[config.mk]
export PLATFORM = sky130hd
export DESIGN_NAME = control_unit
export DESIGN_NICKNAME = d
export VERILOG_FILES = /design/src/rtl/control_unit.sv
export SDC_FILE = /design/constraint.sdc
export NUM_CORES = 1
export LEC_CHECK = 0
export BUFFER_PORTS_ARGS = -buffer_cell sky130_fd_sc_hd__buf_2
export CAP_MARGIN = 10
export CORE_UTILIZATION = 35
export CTS_CLUSTER_DIAMETER = 50
export DETAILED_ROUTE_END_ITERATION = 7
export GPL_TIMING_DRIVEN = 0
export PLACE_DENSITY = 0.79
export SYNTH_ARGS = -nofsm -noshare
export SYNTH_HDL_FRONTEND = slang
export SYNTH_SLANG_ARGS = --single-unit
[constraint.sdc]
create_clock -name Clock -period 2.1 [get_ports Clock]
set_input_delay 0.525 -clock Clock [delete_from_list [all_inputs] [get_ports Clock]]
set_output_delay 0.525 -clock Clock [all_outputs]
set_load 0.005 [all_outputs]
[src/rtl/control_unit.sv]
// Hardwired fetch/decode/execute sequencer driving every ALUSystem control input.
// Control outputs are decoded combinationally from the current state and IROut.
module control_unit #(
    parameter logic [7:0]  PC_RESET = 8'h00,
    parameter int unsigned RSEL_W   = 4
) (
    input  logic              Clock,
    input  logic              Reset,
    input  logic [15:0]       IROut,
    input  logic [3:0]        ALUOutFlag,
    output logic [1:0]        RF_OutASel,
    output logic [1:0]        RF_OutBSel,
    output logic [1:0]        RF_FunSel,
    output logic [1:0]        ARF_FunSel,
    output logic [1:0]        IR_Funsel,
    output logic [RSEL_W-1:0] RF_RSel,
    output logic [RSEL_W-1:0] RF_TSel,
    output logic [RSEL_W-1:0] ARF_RSel,
    output logic [3:0]        ALU_FunSel,
    output logic [1:0]        ARF_OutASel,
    output logic [1:0]        ARF_OutBSel,
    output logic              IR_LH,
    output logic              IR_Enable,
    output logic              Mem_WR,
    output logic              Mem_CS,
    output logic [1:0]        MuxASel,
    output logic [1:0]        MuxBSel,
    output logic              MuxCSel,
    output logic              Halted,
    output logic [2:0]        TState
);

    typedef enum logic [2:0] {
        S_INIT = 3'd0,
        S_F0   = 3'd1,
        S_F1   = 3'd2,
        S_EX0  = 3'd3,
        S_EX1  = 3'd4,
        S_HALT = 3'd5
    } state_e;

    localparam logic [3:0] OP_LDI = 4'd0;
    localparam logic [3:0] OP_LDM = 4'd1;
    localparam logic [3:0] OP_STM = 4'd2;
    localparam logic [3:0] OP_ADD = 4'd3;
    localparam logic [3:0] OP_SUB = 4'd4;
    localparam logic [3:0] OP_AND = 4'd5;
    localparam logic [3:0] OP_OR  = 4'd6;
    localparam logic [3:0] OP_BRA = 4'd7;
    localparam logic [3:0] OP_BEQ = 4'd8;
    localparam logic [3:0] OP_HLT = 4'd9;

    localparam logic [1:0] FUN_CLR = 2'b00;
    localparam logic [1:0] FUN_LD  = 2'b01;
    localparam logic [1:0] FUN_INC = 2'b11;

    localparam logic [1:0] MUX_ALU = 2'b00;
    localparam logic [1:0] MUX_MEM = 2'b01;
    localparam logic [1:0] MUX_IMM = 2'b10;

    localparam logic [RSEL_W-1:0] SEL_NONE = '0;
    localparam logic [RSEL_W-1:0] SEL_ALL  = '1;
    localparam logic [RSEL_W-1:0] SEL_TOP  = {1'b1, {(RSEL_W-1){1'b0}}};
    localparam logic [RSEL_W-1:0] ARF_PC   = RSEL_W'(4'b1000);
    localparam logic [RSEL_W-1:0] ARF_AR   = RSEL_W'(4'b0100);
    localparam logic [RSEL_W-1:0] ARF_INIT = RSEL_W'(4'b1110);

    state_e state_q, state_d;

    logic [3:0]        op;
    logic [1:0]        rd;
    logic [1:0]        rs;
    logic [RSEL_W-1:0] rd_onehot;
    logic              unused_inputs;

    assign op        = IROut[15:12];
    assign rd        = IROut[11:10];
    assign rs        = IROut[9:8];
    // R1 sits in the top enable bit, so Rd=00 selects the MSB
    assign rd_onehot = SEL_TOP >> rd;

    // Immediate byte is routed by the datapath muxes; only Z gates a branch
    assign unused_inputs = ^{IROut[7:0], ALUOutFlag[2:0], PC_RESET};

    always_ff @(posedge Clock or negedge Reset) begin
        if (!Reset) begin
            state_q <= S_INIT;
        end else begin
            state_q <= state_d;
        end
    end

    always_comb begin
        state_d     = state_q;
        RF_OutASel  = 2'b00;
        RF_OutBSel  = 2'b00;
        RF_FunSel   = FUN_CLR;
        ARF_FunSel  = FUN_CLR;
        IR_Funsel   = FUN_CLR;
        RF_RSel     = SEL_NONE;
        RF_TSel     = SEL_NONE;
        ARF_RSel    = SEL_NONE;
        ALU_FunSel  = 4'b0000;
        ARF_OutASel = 2'b00;
        ARF_OutBSel = 2'b00;
        IR_LH       = 1'b0;
        IR_Enable   = 1'b0;
        Mem_WR      = 1'b0;
        Mem_CS      = 1'b1;
        MuxASel     = MUX_ALU;
        MuxBSel     = MUX_ALU;
        MuxCSel     = 1'b0;
        Halted      = 1'b0;

        unique case (state_q)
            S_INIT: begin
                RF_RSel   = SEL_ALL;
                RF_TSel   = SEL_ALL;
                ARF_RSel  = ARF_INIT;
                IR_Enable = 1'b1;
                state_d   = S_F0;
            end
            S_F0, S_F1: begin
                // Read mem[PC] into one IR byte while PC increments
                ARF_OutBSel = 2'b00;
                Mem_CS      = 1'b0;
                IR_Enable   = 1'b1;
                IR_LH       = (state_q == S_F1);
                IR_Funsel   = FUN_LD;
                ARF_RSel    = ARF_PC;
                ARF_FunSel  = FUN_INC;
                state_d     = (state_q == S_F0) ? S_F1 : S_EX0;
            end
            S_EX0: begin
                state_d = S_F0;
                case (op)
                    OP_LDI: begin
                        MuxASel   = MUX_IMM;
                        RF_RSel   = rd_onehot;
                        RF_FunSel = FUN_LD;
                    end
                    OP_LDM, OP_STM: begin
                        MuxBSel    = MUX_IMM;
                        ARF_RSel   = ARF_AR;
                        ARF_FunSel = FUN_LD;
                        state_d    = S_EX1;
                    end
                    OP_ADD, OP_SUB, OP_AND, OP_OR: begin
                        RF_OutASel = rd;
                        RF_OutBSel = rs;
                        MuxCSel    = 1'b1;
                        MuxASel    = MUX_ALU;
                        RF_RSel    = rd_onehot;
                        RF_FunSel  = FUN_LD;
                        case (op)
                            OP_ADD:  ALU_FunSel = 4'b0100;
                            OP_SUB:  ALU_FunSel = 4'b0110;
                            OP_AND:  ALU_FunSel = 4'b0111;
                            default: ALU_FunSel = 4'b1000;
                        endcase
                    end
                    OP_BRA, OP_BEQ: begin
                        if (op == OP_BRA || ALUOutFlag[3]) begin
                            MuxBSel    = MUX_IMM;
                            ARF_RSel   = ARF_PC;
                            ARF_FunSel = FUN_LD;
                        end
                    end
                    OP_HLT: begin
                        state_d = S_HALT;
                    end
                    default: begin
                    end
                endcase
            end
            S_EX1: begin
                state_d = S_F0;
                if (op == OP_LDM) begin
                    ARF_OutBSel = 2'b01;
                    Mem_CS      = 1'b0;
                    MuxASel     = MUX_MEM;
                    RF_RSel     = rd_onehot;
                    RF_FunSel   = FUN_LD;
                end else if (op == OP_STM) begin
                    // ALU passes Rd through to memory data at address AR
                    ARF_OutBSel = 2'b01;
                    RF_OutASel  = rd;
                    MuxCSel     = 1'b1;
                    ALU_FunSel  = 4'b0000;
                    Mem_CS      = 1'b0;
                    Mem_WR      = 1'b1;
                end
            end
            S_HALT: begin
                Halted = 1'b1;
            end
            default: begin
                state_d = S_INIT;
            end
        endcase
    end

    assign TState = state_q;

endmodule

# Yosys cells after proc, flatten, opt, wreduce, memory -nomap -nowiden
# Cells that the tools add are included.
# totals
inputBits	22
reg_bits	3
out_inout_bits	43
word_cells	71
# classes
shifts	1
reduce_logical	10
muxes	45
eq_ne	14
# ops
op	count
4-bit one-hot mux with 3 select lines	3
4-bit 2-to-1 mux	6
1-bit 2-to-1 mux	17
4-bit by 3-bit == test with 1-bit output, second input constant	4
2-bit 2-to-1 mux	8
2-bit one-hot mux with 2 select lines	4
3-bit one-hot mux with 4 select lines	1
4-bit by 2-bit == test with 1-bit output, second input constant	2
4-bit == test, second input constant	2
1-bit one-hot mux with 2 select lines	4
4-bit one-hot mux with 2 select lines	1
2-bit OR reduction	4
3-bit by 2-bit == test with 1-bit output, second input constant	2
3-bit == test, second input constant	2
3-bit one-hot mux with 2 select lines	1
5-bit OR reduction	1
4-bit by 1-bit == test with 1-bit output, second input constant	1
4-bit zero test	1
4-bit OR reduction	1
4-bit by 2-bit >> shifter with 4-bit output, first input constant	1
3-bit by 1-bit == test with 1-bit output, second input constant	1
3-bit zero test	1
3-bit OR reduction	1
1-bit logical OR	1

# Logic depth before layout (Yosys ltp)
# Gate-level depths: netlist (run 1).
# depth
ltp_word	5
ltp_mapped	5
depth_no_buf	4

# Worst setup path before layout (run 1)
# Ideal clock, no wire load.
# synth_timing
path_kind	register to output
startpoint	register state_q[2] (netlist: TState[2])
endpoint	output RF_TSel[1]
n_path_buf	3
arrival_time_ns	1.404
path_slack_ns	0.171
required_time_ns	1.575
path_stages_with_launch	6
cell_sequence	dfrtp_1 buf_2 or3_2 clkbuf_1 inv_1 buf_4
# synth_via
elab_chain_len	2
# synth_lines
item	line	source
from (decl)	68	state_e state_q, state_d;
from (signal assigned)	89	state_q <= state_d;
3-bit zero test	115	unique case (state_q)
4-bit 2-to-1 mux	115	
to (decl)	17	output logic [RSEL_W-1:0] RF_TSel,
# No other way between the ends.

# Final worst setup path (run 1)
# layout_timing
startpoint	input IROut[14]
endpoint	output RF_RSel[3]
# layout_via
elab_chain_len	4
# layout_lines
item	line	source
from (decl)	9	input logic [15:0] IROut,
4-bit by 3-bit == test with 1-bit output, or another cell as far along	136	case (op)
5-bit OR reduction (no source line)	--	
4-bit 2-to-1 mux	136	
4-bit one-hot mux with 3 select lines *	115	
to (decl)	16	output logic [RSEL_W-1:0] RF_RSel,
# Mark *: on every way between the ends. The rest lies on a longest branch, timed or not.

==> flow_results.org, run 1 <==
** Detailed routing
- Average via count per standard cell :: 4.800
- The detailed router finished its first iteration with 14 violations.
- In the final routed layout, each cell accounts on average for 11.83 um.
- In the routed design, unresolved DRC markers number 0.
- In this run the remaining antenna-violating nets after routing total 0.
- Count of vias placed by the detailed router :: 888
- The first detailed-routing pass took 4 iterations.
- For this block, the routed nets add up to 2188 um of wire.

** Place
- Routability-driven placement finished with a final weighted congestion of 0.8639.
- # port buffers :: 45
- Worst setup timing slack at the placement stage :: -0.1419 ns
- The HPWL after detailed placement is 1368 um.

** Finish
- Flip-flop count of the largest register after layout :: 3
- The top cell types in the final layout, fill and taps aside, are buf_2, buf_4, nor2_1, buf_6.
- Post-layout nets :: 183
- Leading cell type in the layout, fill and taps excluded :: buf_2
- Area added between synthesis and finish :: 84.33%
- The number of antenna diodes in the final layout is 0.
- In the final layout, the share of cells above drive strength 1 is 60.00%.

** STA
- Based on the critical path, the design can be clocked at up to 0.4527 GHz.
- Worst path setup slack after routing :: -0.1088 ns
- Final hold slack :: 0.06607 ns
- Setup violations remaining at the end of the flow were counted as 8.
- Pins over their slew limit :: 0
- After layout, the worst path uses 105.2% of the clock period.
- Setup repair after global routing missed its margin :: yes
- Largest clock skew in the final design :: 0.005404 ns
- Count of final hold-check violations :: 0
- Time the final worst path needs with I/O delays and setup :: 2.209 ns

** Clock network
- The longest clock path from root to sink contains 2 buffers.
- Worst-skew pair later-pin latency :: 0.25 ns
- CTS Root Cell :: clkbuf_4
- TritonCTS built the clock tree.
- Number of clock sinks :: 3
- TritonCTS created 3 clock buffers.
- CTS built an H-tree with a depth of 1.
- Clock edge transition at the registers on the reported setup and hold paths :: 0.04 ns

** Logic synthesis
- Yosys Warn Count :: 0
- Sequential area share after synthesis :: 11.61%
- Multiplexer area fraction after synthesis :: 1.547%
- Post-synthesis share of cell area spent on and, or, nand and nor gates :: 35.20%
- XOR/XNOR Fraction of Synth Area :: 2.708%
- Synth Cell Area :: 646.9 um^2
- Post-synth cell types :: 40
- Mean post-synth cell area :: 6.956 um^2
- Most used flip-flop cell after synthesis :: dfrtp_1
- Cell count after synthesis :: 93
- In this run the biggest area consumer among cell types represents 11.61% of the synthesized area.
- Fraction of registers with async set/reset :: 100.0%
- After Yosys synthesis, full adders, half adders and majority gates account for 0% of the synthesized area.
- By area, the combinational part of the netlist is dominated by simple AND/OR/NAND/NOR gates.
- The synthesized design contains 3 register bits.
- Sorting the synthesized cells by area gives the leading types as buf_4, dfrtp_1, nor2_1.
- The biggest area contributor in the post-synthesis netlist is buf_4.
- Number of flops mapped to enable cells by yosys :: 0
- The synthesized netlist devotes 26.11% of its cell area to compound gates.

** Setup path
- Nature of the critical path startpoint :: input pin
- At the worst endpoint, the required time is 1.57 ns.
- Flop-to-flop setup slack :: 0.70 ns
- STA classifies the critical path endpoint as an output pin.
- Biggest fanout along the worst timing path :: 5
- For the worst flop-to-flop path, the logic depth is 4.
- Type of the worst setup path :: input pin to output pin
- For the worst setup path, the data arrival time is 1.68 ns.

** Die
- Die X :: 44.99 um
- Ports placed on the boundary :: 65
- Measured along the y axis, the die boundary spans 44.99 um.
- The floorplan has 15 rows.
- The die covers 0.002024 mm^2.
- In this run the standard cell core region covers 0.001727 mm^2.
- Effective utilization at floorplan :: 37.46%

** Pwr
- Total power consumption of the routed design :: 1.221 mW
- Pwr dens :: 1024 mW/mm^2
- Static Leakage :: 0.6648 nW
- Worst voltage drop across the vdd grid :: 0.5928 mV

** Job
- Max-capacitance violation count :: 0

** Global routing
- Gr ovfl total :: 0
- For this run, the total global-route usage over all layers was measured as 22.18%.
- Number of global-route vias before repair :: 667
- Initial antenna violation count :: 0
- Largest net degree at the start of global routing :: 12
- Global-route wire length before repair :: 3146 um

** Min path
- The worst hold path belongs to the class input pin to asynchronous set/reset pin.

** Run status
- Result of the run :: finished with violations
- Violated checks :: setup timing
power by group:
group	internal (mW)	switching, mW
Clock	0.0719	0.0402
Combinational	0.548	0.441
Sequential	0.0849	0.0352
Total	0.705	0.516
critical path, stage by stage:
cell and delay (ns):
buf_8 0.10, buf_6 0.12, nor3_4 0.25, a32oi_2 0.17
a2bb2oi_4 0.18, o31ai_1 0.19, buf_2 0.15
metrics by stage:
step | util (%) | area, um^2 | setup TNS, ns | cells
floorplan | - | 669.4 | 0 | 99
global placement | 53.62 | 925.9 | -0.4971 | 169
detailed placement | 53.62 | 925.9 | -0.8811 | 169
CTS | 63.48 | 1096 | -0.5496 | 182
global route | 69.06 | 1192 | -1.498 | 185
finish | 69.06 | 1192 | -0.5860 | 185
metal layers:
metal	global-route usage (%)	part of all wire, %	vias to the layer above
met5	0	0	-
met4	18.18	4.3	0
met3	0	5.1	8
met2	37.68	53	42
met1	26.16	38	404
li1	-	-	434
cell usage after synthesis, drive strengths merged, types with 2 or more instances:
library cell  instances
nand2                 5
a32oi                 2
a21oi                 6
nor2                 11
xnor2                 2
o21bai                2
buf                  15
clkbuf                2
o21ai                 3
inv                   8
and2b                 2
dfrtp                 3
nor3                  2
and2                  6
nand2b                3
o31ai                 4
worst paths after layout:
kind,start,end
hold reg to reg,TState[0],TState[1]
max in group asynchronous,Reset,TState[0]
min in group Clock,TState[0],TState[1]
setup / recovery,IROut[14],RF_RSel[3]
hold / removal,Reset,TState[1]
setup reg to reg,TState[0],TState[0]
final cells by class:
type	instances	area, um^2
multi-input combinational	71	529.3
timing repair buffer	59	365.4
buffer	15	131.4
inverter	8	32.53
sequential	3	76.32
clock buffer	4	26.28
tap	25	31.28
fill	158	534.3
what timing repair did:
item                                    CTS  global route
setup buffers                            11             3
endpoints found under the setup margin   14            17
hold buffers                              0             0
resized for setup                        15            18
pin swaps                                10            11
kinds of logic after synthesis:
kind of cell / after synthesis
mux: 1
simple gates: 38
buf+inv: 25
flops: 3
other cells: 1
compound gates: 23
xor+xnor: 2
Note: power is estimated with default switching activity, not from simulation.
==> inputs of run 2 (changes only) <==
CELL_PAD_IN_SITES_DETAIL_PLACEMENT = 0   (was unset)
CELL_PAD_IN_SITES_GLOBAL_PLACEMENT = 2   (was unset)
CORE_UTILIZATION = 16   (was 35)
PLACE_DENSITY = unset   (was 0.79)
PLACE_DENSITY_LB_ADDON = 0.1   (was unset)
==> run 2 against run 1 <==
The flow still finishes with violations (setup timing); power is 3.8% higher; setup slack gained 0.039 ns; cell count grew 14%; sequential share of layout area is 0.50 points lower; die area increased by 110%; worst hold slack improved by 0.033 ns; maximum frequency rose by 1.8%; largest power group unchanged.
==> flow_results.org, run 2 (synthesized netlist as in run 1, its figures left out) <==
** Detailed routing
- DRC viols :: 0
- Using the TritonRoute via totals, the vias-per-cell ratio works out to 4.024.
- WL per Instance :: 10.53 um
- In this run the remaining antenna-violating nets after routing total 0.
- Wires add up to 2221 um.
- DRT iter0 DRCs :: 15
- Summing over every cut layer, the via total after detailed routing is 849.
- Number of detailed-routing iterations run before antenna repair :: 4

** Clock network
- Maximum root-to-sink buffer count :: 2
- Num CTS Buffers :: 3
- After clock tree synthesis, the clock-pin slew on the worst setup and hold paths is 0.03 ns.
- CTS Root Cell :: clkbuf_8
- In this run, post-CTS hold repair placed 0 buffers.
- In this run the number of H-tree levels came out at 1.
- The clock reaches the later pin of the worst-skew pair after 0.21 ns.
- TritonCTS clock tree :: yes
- Number of clock sinks :: 3

** STA
- Dividing the final minimum period by the clock period gives 103.3%.
- Across all setup checks in the final design, the least slack found is -0.07022 ns.
- Static timing analysis puts the maximum clock frequency at 0.4608 GHz.
- The max-slew violation count was 0.
- Setup violations remaining at the end of the flow were counted as 9.
- Final hold analysis gives a worst-case slack of 0.09954 ns.
- Count of final hold-check violations :: 0
- Largest clock skew in the final design :: 0.0004811 ns
- Adding up every negative setup slack in the final design gives -0.3961 ns.
- Time the final worst path needs with I/O delays and setup :: 2.170 ns
- Setup repair after global routing missed its margin :: yes

** Pwr
- The internal power of the cells totals 0.7583 mW.
- VDD sags by at most 0.2801 mV.
- Combinational logic is responsible for 77.1% of the overall power.
- For this design the total switching power over the nets is 0.5092 mW.
- Net switching is 40.17% of the power.
- Clock network fraction of total power :: 13.1%
- Pwr dens :: 979.7 mW/mm^2
- Static Leakage :: 0.7202 nW
- Sequential cells burn 9.8% of the power.

** Finish
- Ant diodes :: 0
- Post-layout nets :: 186
- Area added between synthesis and finish :: 100.0%
- Flip-flop count of the largest register after layout :: 3
- Fill cells in the final layout number 415.
- Proportion of layout cells with a drive suffix above 1 :: 65.03%
- Leading cell type in the layout, fill and taps excluded :: buf_2
- The library cells used most frequently in the layout, excluding fill and tap cells, are buf_2, buf_4, nor2_1.

** Global routing
- The first global-routing pass estimated 3622 um of wire.
- Number of global-route vias before repair :: 755
- Largest net degree at the start of global routing :: 11
- The initial antenna violation count came to 0.
- Global Route Usage Sum :: 11.02%
- Gr ovfl total :: 0

** Setup path
- Walking the worst path, the cells encountered are buf_6 -> buf_6 -> nor3_4 -> a32oi_2 -> a2bb2oi_4 -> o31ai_1 -> buf_2.
- Required time of the worst setup path :: 1.57 ns
- Buf+Inv Stages, Crit Path :: 3
- The kind of cell with the highest combined delay along the critical path is compound AO/OA/AOI/OAI gates.
- Nature of the critical path startpoint :: input pin
- In this design, the stage delay of the slowest critical-path cell is 0.23 ns.
- Type of the worst setup path :: input pin to output pin
- On the critical path, the stage with the largest delay is an instance of nor3_4.
- At the worst endpoint, the arrival time is 1.65 ns.
- Sort of element at the end of the critical path :: output pin
- Along the worst path, the maximum fanout reaches 5.
- By instance count, the cell type seen most on the critical path is buf_6.

** Die
- The core region is 0.003771 mm^2.
- The floorplan step defined a die boundary enclosing 0.004301 mm^2.
- Number of standard-cell rows in the floorplan :: 22
- Die X :: 65.59 um
- Ports placed on the boundary :: 65
- Height of the die :: 65.59 um
- Effective utilization at floorplan :: 17.15%

** Run status
- The checks that failed: setup timing.
- Result of the run :: finished with violations

** Place
- Worst setup timing slack at the placement stage :: -0.1809 ns
- # port buffers :: 45
- At the end of routability-driven placement, the weighted congestion stood at 0.6970.
- Sum of net half-perimeters after detailed placement :: 1665 um

** Min path
- Hold crit path type :: input pin to asynchronous set/reset pin

** Job
- Max-cap violations in this run came to 0.
## run 2: stage by stage
step | area [um^2] | std cells | utilization [%] | total power, mW
floorplan | 669.4 | 99 | - | 0.5604
global placement | 954.7 | 192 | 25.32 | 0.8847
detailed placement | 954.7 | 192 | 25.32 | 0.8840
CTS | 1212 | 211 | 32.15 | 1.209
global route | 1294 | 211 | 34.31 | 1.395
finish | 1294 | 211 | 34.31 | 1.268
## run 2: what timing repair did
item,4_1_cts,5_1_grt
setup endpoints to repair,17,16
setup buffers,16,2
pin swaps,11,13
gates resized for setup,24,21
gates cloned,0,0
## run 2: power groups by stage
stage / combinational [mW] / sequential (mW) / clock [mW]
2_1_floorplan: 0.447 / 0.113 / 0
3_3_place_gp: 0.766 / 0.119 / 0
3_5_place_dp: 0.764 / 0.120 / 0
4_1_cts: 0.916 / 0.122 / 0.171
5_1_grt: 1.08 / 0.132 / 0.182
6_report: 0.977 / 0.124 / 0.166
## run 2: final cells by class
| cell class | instances | area (um^2) | share of cell area [%] |
|---|---|---|---|
| sequential | 3 | 76.32 | 5.899 |
| clock buffer | 4 | 45.04 | 3.482 |
| multi-input combinational | 71 | 576.8 | 44.58 |
| tap | 48 | 60.06 | 4.642 |
| timing repair buffer | 62 | 382.9 | 29.59 |
| buffer | 15 | 120.1 | 9.284 |
| inverter | 8 | 32.53 | 2.515 |
## run 2: worst paths after layout
kind | start | endpoint | slack, ns | cells after the start
max in group asynchronous | Reset | TState[0] | 1.88 | 1
hold / removal | Reset | TState[1] | 0.1 | 1
setup reg to reg | TState[2] | TState[2] | 0.80 | 6
hold reg to reg | TState[0] | TState[1] | 0.68 | 2
setup / recovery | IROut[14] | RF_RSel[1] | -0.07 | 7
min in group Clock | TState[0] | TState[1] | 0.68 | 2
## run 2: per-layer routing
layer,GRT usage (%),vias up,wire length (um)
met5,0,-,0
met4,4.076,0,0
met3,1.389,0,139
met2,17.53,37,1085
met1,14.99,373,996
li1,-,439,-
